**src/rtl/wb_arbiter_if.sv**
```systemverilog
// Writeback bus: ALU and load-response producer handshakes plus the register-file write port.
interface wb_arbiter_if #(
    parameter int MXLEN  = 32,
    parameter int REG_AW = 5
);
    logic              alu_valid;
    logic              alu_ready;
    logic [REG_AW-1:0] alu_rd;
    logic [MXLEN-1:0]  alu_data;

    logic              lsu_valid;
    logic              lsu_ready;
    logic [REG_AW-1:0] lsu_rd;
    logic [MXLEN-1:0]  lsu_data;
    logic [2:0]        lsu_funct3;
    logic [1:0]        lsu_addr_lo;

    logic              regwrite;
    logic [REG_AW-1:0] write1;
    logic [MXLEN-1:0]  write_data;
    logic              busy;

    // Producer / register-file side.
    modport master (
        output alu_valid, alu_rd, alu_data,
        output lsu_valid, lsu_rd, lsu_data, lsu_funct3, lsu_addr_lo,
        input  alu_ready, lsu_ready,
        input  regwrite, write1, write_data, busy
    );

    // Arbiter side.
    modport slave (
        input  alu_valid, alu_rd, alu_data,
        input  lsu_valid, lsu_rd, lsu_data, lsu_funct3, lsu_addr_lo,
        output alu_ready, lsu_ready,
        output regwrite, write1, write_data, busy
    );
endinterface

```
**src/rtl/wb_arbiter.sv**
```systemverilog
// Writeback arbiter: merges ALU and load results onto the single register-file write port.
// Latency: one cycle from handshake or skid drain to the registered write.
// Backpressure: both readies drop for exactly one cycle while the ALU skid entry drains.
module wb_arbiter #(
    parameter int MXLEN  = 32,
    parameter int REG_AW = 5
) (
    input  logic       CLK,
    input  logic       reset,
    wb_arbiter_if.slave bus
);

    typedef struct packed {
        logic [REG_AW-1:0] rd;
        logic [MXLEN-1:0]  data;
    } wb_t;

    typedef enum logic {
        SKID_EMPTY = 1'b0,
        SKID_FULL  = 1'b1
    } state_t;

    state_t state, state_nxt;
    wb_t    skid;
    wb_t    wr_sel;
    logic   wr_vld;
    logic   skid_load;

    // Load extension
    logic [4:0]       byte_lsb;
    logic [4:0]       half_lsb;
    logic [7:0]       byte_dat;
    logic [15:0]      half_dat;
    logic [MXLEN-1:0] load_ext;

    assign byte_lsb = {bus.lsu_addr_lo, 3'b000};
    assign half_lsb = {bus.lsu_addr_lo[1], 4'b0000};
    assign byte_dat = bus.lsu_data[byte_lsb +: 8];
    assign half_dat = bus.lsu_data[half_lsb +: 16];

    always_comb begin
        load_ext = bus.lsu_data;
        case (bus.lsu_funct3)
            3'b000:  load_ext = {{(MXLEN-8){byte_dat[7]}}, byte_dat};
            3'b001:  load_ext = {{(MXLEN-16){half_dat[15]}}, half_dat};
            3'b100:  load_ext = {{(MXLEN-8){1'b0}}, byte_dat};
            3'b101:  load_ext = {{(MXLEN-16){1'b0}}, half_dat};
            default: load_ext = bus.lsu_data;
        endcase
    end

    // Readies depend on state only so producers never see a valid->ready loop.
    assign bus.alu_ready = (state == SKID_EMPTY);
    assign bus.lsu_ready = (state == SKID_EMPTY);
    assign bus.busy      = (state == SKID_FULL);

    always_ff @(posedge CLK) begin
        if (reset) begin
            state <= SKID_EMPTY;
        end else begin
            state <= state_nxt;
        end
    end

    always_comb begin
        state_nxt = state;
        wr_vld    = 1'b0;
        wr_sel    = '0;
        skid_load = 1'b0;
        case (state)
            SKID_FULL: begin
                wr_vld    = 1'b1;
                wr_sel    = skid;
                state_nxt = SKID_EMPTY;
            end
            default: begin
                if (bus.lsu_valid) begin
                    wr_vld      = 1'b1;
                    wr_sel.rd   = bus.lsu_rd;
                    wr_sel.data = load_ext;
                    // Concurrent ALU result is parked and written right after the load.
                    if (bus.alu_valid) begin
                        skid_load = 1'b1;
                        state_nxt = SKID_FULL;
                    end
                end else if (bus.alu_valid) begin
                    wr_vld      = 1'b1;
                    wr_sel.rd   = bus.alu_rd;
                    wr_sel.data = bus.alu_data;
                end
            end
        endcase
    end

    always_ff @(posedge CLK) begin
        if (reset) begin
            skid           <= '0;
            bus.regwrite   <= 1'b0;
            bus.write1     <= '0;
            bus.write_data <= '0;
        end else begin
            if (skid_load) begin
                skid.rd   <= bus.alu_rd;
                skid.data <= bus.alu_data;
            end
            if (wr_vld) begin
                // x0 still consumes the slot; only the enable is suppressed.
                bus.regwrite   <= (wr_sel.rd != '0);
                bus.write1     <= wr_sel.rd;
                bus.write_data <= wr_sel.data;
            end else begin
                bus.regwrite   <= 1'b0;
            end
        end
    end

endmodule
```
**src/flat_wrapper.sv**
```systemverilog
// flat-port wrapper written by rule: the top's interface ports become plain ports
module wb_arbiter_flat 
#(
    parameter int MXLEN  = 32,
    parameter int REG_AW = 5
)
  (CLK, reset, bus_alu_valid, bus_alu_rd, bus_alu_data, bus_lsu_valid, bus_lsu_rd, bus_lsu_data, bus_lsu_funct3, bus_lsu_addr_lo, bus_alu_ready, bus_lsu_ready, bus_regwrite, bus_write1, bus_write_data, bus_busy);
  wb_arbiter_if #(.MXLEN(MXLEN), .REG_AW(REG_AW)) bus_i ();
  input  logic CLK;
  input  logic reset;
  input wire logic [$bits(bus_i.alu_valid)-1:0] bus_alu_valid;
  input wire logic [$bits(bus_i.alu_rd)-1:0] bus_alu_rd;
  input wire logic [$bits(bus_i.alu_data)-1:0] bus_alu_data;
  input wire logic [$bits(bus_i.lsu_valid)-1:0] bus_lsu_valid;
  input wire logic [$bits(bus_i.lsu_rd)-1:0] bus_lsu_rd;
  input wire logic [$bits(bus_i.lsu_data)-1:0] bus_lsu_data;
  input wire logic [$bits(bus_i.lsu_funct3)-1:0] bus_lsu_funct3;
  input wire logic [$bits(bus_i.lsu_addr_lo)-1:0] bus_lsu_addr_lo;
  output wire logic [$bits(bus_i.alu_ready)-1:0] bus_alu_ready;
  output wire logic [$bits(bus_i.lsu_ready)-1:0] bus_lsu_ready;
  output wire logic [$bits(bus_i.regwrite)-1:0] bus_regwrite;
  output wire logic [$bits(bus_i.write1)-1:0] bus_write1;
  output wire logic [$bits(bus_i.write_data)-1:0] bus_write_data;
  output wire logic [$bits(bus_i.busy)-1:0] bus_busy;
  assign bus_i.alu_valid = bus_alu_valid;
  assign bus_i.alu_rd = bus_alu_rd;
  assign bus_i.alu_data = bus_alu_data;
  assign bus_i.lsu_valid = bus_lsu_valid;
  assign bus_i.lsu_rd = bus_lsu_rd;
  assign bus_i.lsu_data = bus_lsu_data;
  assign bus_i.lsu_funct3 = bus_lsu_funct3;
  assign bus_i.lsu_addr_lo = bus_lsu_addr_lo;
  assign bus_alu_ready = bus_i.alu_ready;
  assign bus_lsu_ready = bus_i.lsu_ready;
  assign bus_regwrite = bus_i.regwrite;
  assign bus_write1 = bus_i.write1;
  assign bus_write_data = bus_i.write_data;
  assign bus_busy = bus_i.busy;
  wb_arbiter #(.MXLEN(MXLEN), .REG_AW(REG_AW)) u_core (.CLK(CLK), .reset(reset), .bus(bus_i));
endmodule
```
**config.mk**
```make
export PLATFORM = sky130hd
export DESIGN_NAME = wb_arbiter_flat
export DESIGN_NICKNAME = d
export VERILOG_FILES = /design/src/rtl/wb_arbiter_if.sv /design/src/rtl/wb_arbiter.sv /design/src/flat_wrapper.sv
export SDC_FILE = /design/constraint.sdc
export NUM_CORES = 1
export LEC_CHECK = 0
export ABC_AREA = 0
export ABC_CLOCK_PERIOD_IN_PS = 5400
export CORE_MARGIN = 3
export CORE_UTILIZATION = 51
export DETAILED_ROUTE_END_ITERATION = 8
export PLACE_DENSITY = 0.86
export SYNTH_ARGS = -nofsm -noshare
export SYNTH_HDL_FRONTEND = slang
export SYNTH_SLANG_ARGS = --single-unit
```
**constraint.sdc**
```tcl
create_clock -name CLK -period 5.4 [get_ports CLK]
set_input_delay 1.62 -clock CLK [delete_from_list [all_inputs] [get_ports CLK]]
set_output_delay 1.62 -clock CLK [all_outputs]
set_load 0.01 [all_outputs]
```
==> out/results.ini, run 1 <==
[yosys]
synthArstFlopShare_pct=0
synth_edf_count=0
synth_top_area_cell=dfxtp_1
synthesis.nets=597
yosysMostFrequentCell=nand2_1
syn_avg_cell_area_sq_um=7.77
yosysUniqueCellTypes=43
postSynthCellCount=514
synth_seq_area_share_pct=38.1
yosys-top-cells-area=dfxtp_1, nand2_1, a21oi_1, mux2i_1, a22oi_2
ys_ff_latch=76
synth_top_cell_area_share_pct=38.1
synth_common_cells=nand2_1, a21oi_1, dfxtp_1, nor2_1, clkbuf_1
yosys_warnings=0
synthFlopType=dfxtp_1
netlist_area_sq_um=4000

[floorplanning]
coreArea_sq_um=7410
die_area_sq_um=8930
die_y_microns=94.5
rows=31
start_util_pct=53.9
io_pins=124
die_w_microns=94.5

[final_layout]
nNetsFinal=697
fill_cells=578
n_antenna_cell=0
multiInputGateArea_sq_um=2210
area_delta_synth_final_pct=36.0
seqCellArea_sq_um=1520
drive_gt1_share_pct=8.10

[clock_tree]
cts-root-buf=clkbuf_8
cts.sinks=76
cts_made_buffers=9
htreeDepth=3
worst_setup_hold_path_clk_slew_ns=0.08
insertion_delay_ns=0.34
cts_tree=yes
post_cts_resize_count=0
postCtsSetupRepairBufs=0
clockBufferDepth=2
ctsHoldBuffers=0

[status]
outcome=finished, final reports clean

[hold_path]
hp-class=reg2reg

[worst_setup_path]
path_class=in2reg
end_kind=register
start_kind=input port
ff2ff_setup_slack_ns=2.97
rr_worst_depth=6
startpoint=bus_lsu_valid
reg2reg_to=u_core.skid[32]$_SDFFE_PP0P_
reg2reg_from=u_core.bus.busy$_SDFF_PP0_
crit_arrival_ns=3.85
required_ns=5.67
crit_path_end=u_core.skid[32]$_SDFFE_PP0P_
path_max_fanout=26

[sta]
rsz0062_at_grt=false
finalCritPeriodShare_pct=66.3
setup_ws_ns=1.82
fin_worst_skew_ns=0.00554
max_slew_margin_pct=40.7
setup_viol=0
tightest_slew_ns=0.883
slew_violations=0
holdWs_ns=0.456
final-hold-violation-count=0
period_needed_ns=3.58
max_freq_ghz=0.279
setup_tns_ns=0

[routing]
vias=4249
drt_iter0_drc=281
drt-pass1-iter-count=5
wire_per_inst_microns=18.1
drcViolationCount=0
drt-total-wl_microns=12900
final_antenna_net_count=0
via_per_inst=5.93

[grt]
grt_overflow=0
grt_pass1_wl_microns=19900
grt_max_degree=43
grt_pass1_vias=4109
antenna_found_initial=0
track_usage_pct=28.6

[pwr]
pwr_density_cell_nw_per_um2=261
leakage_nw=2.02
irDropWorstVdd_v=0.000162

[placed_design]
io_buffer_count=123
dpl.hpwl_microns=9250
gp_congestion=0.895
pre_cts_ws_ns=1.53

[run]
drv_cap=0

-- worst min path at each step --
stage                                             from                      endpoint  slack (ns)  cells past startpoint
after CTS                 u_core.skid[36]$_SDFFE_PP0P_  u_core.skid[36]$_SDFFE_PP0P_        0.46                      2
after detailed placement  u_core.skid[36]$_SDFFE_PP0P_  u_core.skid[36]$_SDFFE_PP0P_        0.45                      2
after floorplan           u_core.skid[33]$_SDFFE_PP0P_  u_core.skid[33]$_SDFFE_PP0P_        0.43                      2
after global routing       u_core.skid[4]$_SDFFE_PP0P_   u_core.skid[4]$_SDFFE_PP0P_        0.47                      2
after global placement    u_core.skid[36]$_SDFFE_PP0P_  u_core.skid[36]$_SDFFE_PP0P_        0.44                      2
final                     u_core.skid[33]$_SDFFE_PP0P_  u_core.skid[33]$_SDFFE_PP0P_        0.46                      2
-- power breakdown --
group          switching [W]  internal [W]  leakage (nW)
registers          0.0000224      0.000598         0.626
logic               0.000155      0.000166          1.29
clock network       0.000210      0.000269         0.109
total               0.000388       0.00103          2.02
-- metal layers --
metal	part of all wire, %	up-vias	track usage, %
met5	0	-	0
met4	2.3	0	12.5
met3	10	30	8.53
met2	45	235	44.9
met1	42	1993	36.5
li1	-	1991	-
-- kinds of logic (layout without fill, tap and decap cells) --
logic type             Yosys count  after routing  share of synthesized area (%)
and+or+nand+nor                197            197                           21.8
buffers and inverters           60            163                           6.58
DFF                             76             76                           38.1
AOI/OAI and AO/OA              164            164                           29.0
muxes                           17             17                           4.60
-- sequential cells by signal, summed over array words and instances (netlist names) --
| signal | flops |
|---|---|
| u_core.bus.write1 | 5 |
| u_core.bus.regwrite | 1 |
| u_core.skid | 37 |
| u_core.bus.busy | 1 |
| u_core.bus.write_data | 32 |
-- metrics by stage --
stage               util [%]  std cells  power (W)  instance area (sq um)
detailed placement      70.5        702   0.000948                   5220
CTS                     73.3        716    0.00142                   5430
global route            73.3        716    0.00147                   5430
floorplan                  -        514   0.000790                   4000
global placement        70.5        702   0.000942                   5220
finish                  73.3        716    0.00142                   5430
-- cell type report --
| class | instances | area share, % |
|---|---|---|
| Sequential cell | 76 | 28.0 |
| Timing Repair Buffer | 134 | 24.1 |
| Tap cell | 99 | 2.28 |
| Inverter | 15 | 1.04 |
| Clock buffer | 10 | 2.53 |
| Clock inverter | 4 | 1.36 |
| Multi-Input combinational cell | 378 | 40.7 |
-- critical path, cell delays in order --
cell and delay [ns]:
clkdlybuf4s50_1 0.45, buf_4 0.27, and2b_1 0.35, and2_1 0.51, buf_4 0.39, nand2_1 0.10
a21oi_1 0.14
-- cells in the final DEF, fill, tap and decap left out, types with 5 or more instances in the layout --
cell type | synthesis | routed
clkbuf_8 | 0 | 10
buf_4 | 1 | 11
a211o_1 | 14 | 14
nand2_1 | 127 | 127
o21a_1 | 7 | 7
nor2b_1 | 10 | 10
a21oi_1 | 80 | 80
dfxtp_1 | 76 | 75
inv_1 | 15 | 15
a22oi_2 | 10 | 10
nor2_1 | 31 | 31
nand3b_1 | 12 | 12
a2bb2oi_1 | 7 | 7
o221ai_1 | 7 | 7
o32ai_1 | 7 | 7
mux2i_1 | 15 | 15
clkdlybuf4s50_1 | 0 | 122
a211oi_1 | 5 | 5
o21ba_2 | 7 | 7
Note: power is estimated with default switching activity, not from simulation.
==> run 2: changes to the inputs <==
--- a/config.mk
+++ b/config.mk
@@ -6,11 +6,11 @@
 export NUM_CORES = 1
 export LEC_CHECK = 0
 export ABC_AREA = 0
-export ABC_CLOCK_PERIOD_IN_PS = 5400
+export ABC_CLOCK_PERIOD_IN_PS = 3200
 export CORE_MARGIN = 3
-export CORE_UTILIZATION = 51
+export CORE_UTILIZATION = 43
 export DETAILED_ROUTE_END_ITERATION = 8
-export PLACE_DENSITY = 0.86
+export PLACE_DENSITY = 0.78
 export SYNTH_ARGS = -nofsm -noshare
 export SYNTH_HDL_FRONTEND = slang
 export SYNTH_SLANG_ARGS = --single-unit
==> constraint.sdc (replaced) <==
create_clock -name CLK -period 3.2 [get_ports CLK]
set_input_delay 0.96 -clock CLK [delete_from_list [all_inputs] [get_ports CLK]]
set_output_delay 0.96 -clock CLK [all_outputs]
set_load 0.01 [all_outputs]
==> out/results.ini, run 2 (same netlist as run 1, synthesis figures left out) <==
[run]
drv_cap=0

[sta]
tightest_slew_ns=0.625
holdWs_ns=0.455
final-hold-violation-count=0
rsz0062_at_grt=false
max_slew_margin_pct=58.3
setup_tns_ns=0
setup_viol=0
period_needed_ns=2.49
max_freq_ghz=0.402
slew_violations=0
fin_worst_skew_ns=0.0112
finalCritPeriodShare_pct=77.8

[worst_setup_path]
max_stage_delay_ns=0.59
path_class=in2reg
start_kind=input port
crit_arrival_ns=2.76
end_kind=register
critPathTopFamily=simple AND/OR/NAND/NOR gates
path_max_fanout=15
required_ns=3.47
cpMaxStageDelayCell=or3_1
cp_cell_sequence=clkdlybuf4s50_1 -> or3_1 -> nor2_2 -> buf_4 -> nand2_1 -> a22oi_1
crit_buf_inv=2

[grt]
grt_pass1_vias=3923
grt_max_degree=46
antenna_found_initial=0
track_usage_pct=25.1
grt_overflow=0
grt_pass1_wl_microns=20500

[clock_tree]
cts.sinks=76
postCtsSetupRepairBufs=0
htreeDepth=3
worst_setup_hold_path_clk_slew_ns=0.07
post_cts_resize_count=0
clockBufferDepth=2
cts_made_buffers=9
cts_tree=yes
ctsHoldBuffers=0
cts-root-buf=clkbuf_8
insertion_delay_ns=0.36

[placed_design]
io_buffer_count=123
gp_congestion=0.895
dpl.hpwl_microns=9520

[final_layout]
layout_common_cells=nand2_1, clkdlybuf4s50_1, a21oi_1
n_antenna_cell=0
area_delta_synth_final_pct=36.1
final_core_util_pct=61.1
top_regs=u_core.skid (37), u_core.bus.write_data (32), u_core.bus.write1 (5)
top_register=u_core.skid
largest_reg_flops=37
layout_commonest_cell=nand2_1
fill_cells=808
nNetsFinal=704
drive_gt1_share_pct=8.80

[pwr]
switching_share_pct=29.5
p_seq_share_pct=47.0
pwr_density_cell_nw_per_um2=409
p_sw_w=0.000656
power_frac_clock_pct=28.2
power_frac_comb_pct=24.7
intPower_w=0.00157
leakage_nw=2.03
irDropWorstVdd_v=0.000193

[routing]
drt_iter0_drc=302
final_antenna_net_count=0
via_per_inst=5.80
drt-pass1-iter-count=5
drcViolationCount=0
wire_per_inst_microns=17.9
vias=4253
drt-total-wl_microns=13100

[floorplanning]
rows=34
die_y_microns=102
die_area_sq_um=10500
io_pins=124
start_util_pct=44.9
coreArea_sq_um=8890
die_w_microns=102

[hold_path]
hp-class=reg2reg

[status]
outcome=finished, final reports clean

-- run 2: cell count changes in the layout (fill, tap and decap cells not counted) --
cell | before | now
buf_4 | 11 | 18
clkbuf_8 | 10 | 9
clkbuf_1 | 0 | 3
bufinv_16 | 2 | 0
clkinv_2 | 1 | 3
inv_6 | 1 | 0
-- run 2: final cells by class --
cell class | instances | area, sq um | share of cell area [%]
Clock buffer | 12 | 135 | 2.49
Clock inverter | 3 | 15.0 | 0.276
Inverter | 15 | 56.3 | 1.04
Multi-Input combinational cell | 378 | 2210 | 40.7
Sequential cell | 76 | 1520 | 28.0
Tap cell | 108 | 135 | 2.49
Timing Repair Buffer | 141 | 1360 | 25.0
-- run 2: worst paths after layout --
| check | startpoint | end | slack [ns] | cells past startpoint |
|---|---|---|---|---|
| min | u_core.skid[25]$_SDFFE_PP0P_ | u_core.skid[25]$_SDFFE_PP0P_ | 0.45 | 2 |
| min reg2reg | u_core.skid[25]$_SDFFE_PP0P_ | u_core.skid[25]$_SDFFE_PP0P_ | 0.45 | 2 |
| max | bus_lsu_valid | u_core.bus.write_data[30]$_SDFFE_PP0N_ | 0.71 | 6 |
| max reg2reg | u_core.bus.busy$_SDFF_PP0_ | u_core.bus.write_data[12]$_SDFFE_PP0N_ | 1.07 | 5 |
-- run 2: layer usage --
metal | track usage, % | vias to the layer above | wire, microns
met3 | 5.87 | 29 | 1230
met4 | 8.58 | 0 | 299
met2 | 38.2 | 237 | 5900
li1 | - | 1997 | -
met5 | 0 | - | 0
met1 | 34.9 | 1990 | 5690
-- run 2: worst reg2reg max path: stages, from the launching register on --
cell	delay, ns
dfxtp_2	0.49
buf_4	0.47
and2b_1	0.36
nand3b_1	0.32
o221ai_1	0.19
o21a_1	0.20
-- run 2: power groups by stage --
stage,registers (W),logic [W],clock network [W]
5_1_grt,0.00105,0.000591,0.000672
3_3_place_gp,0.00107,0.000533,0
6_report,0.00105,0.000550,0.000628
2_1_floorplan,0.00108,0.000255,0
3_5_place_dp,0.00107,0.000542,0
4_1_cts,0.00105,0.000546,0.000623
-- run 2: metrics by stage --
| step | power [W] | setup slack [ns] | area [sq um] | instances |
|---|---|---|---|---|
| after floorplan | 0.00133 | 0.960 | 4000 | 514 |
| after global placement | 0.00160 | 0.449 | 5290 | 718 |
| after detailed placement | 0.00161 | 0.394 | 5290 | 718 |
| after CTS | 0.00222 | 0.746 | 5440 | 733 |
| after global routing | 0.00232 | 0.614 | 5440 | 733 |
| final | 0.00222 | 0.711 | 5440 | 733 |
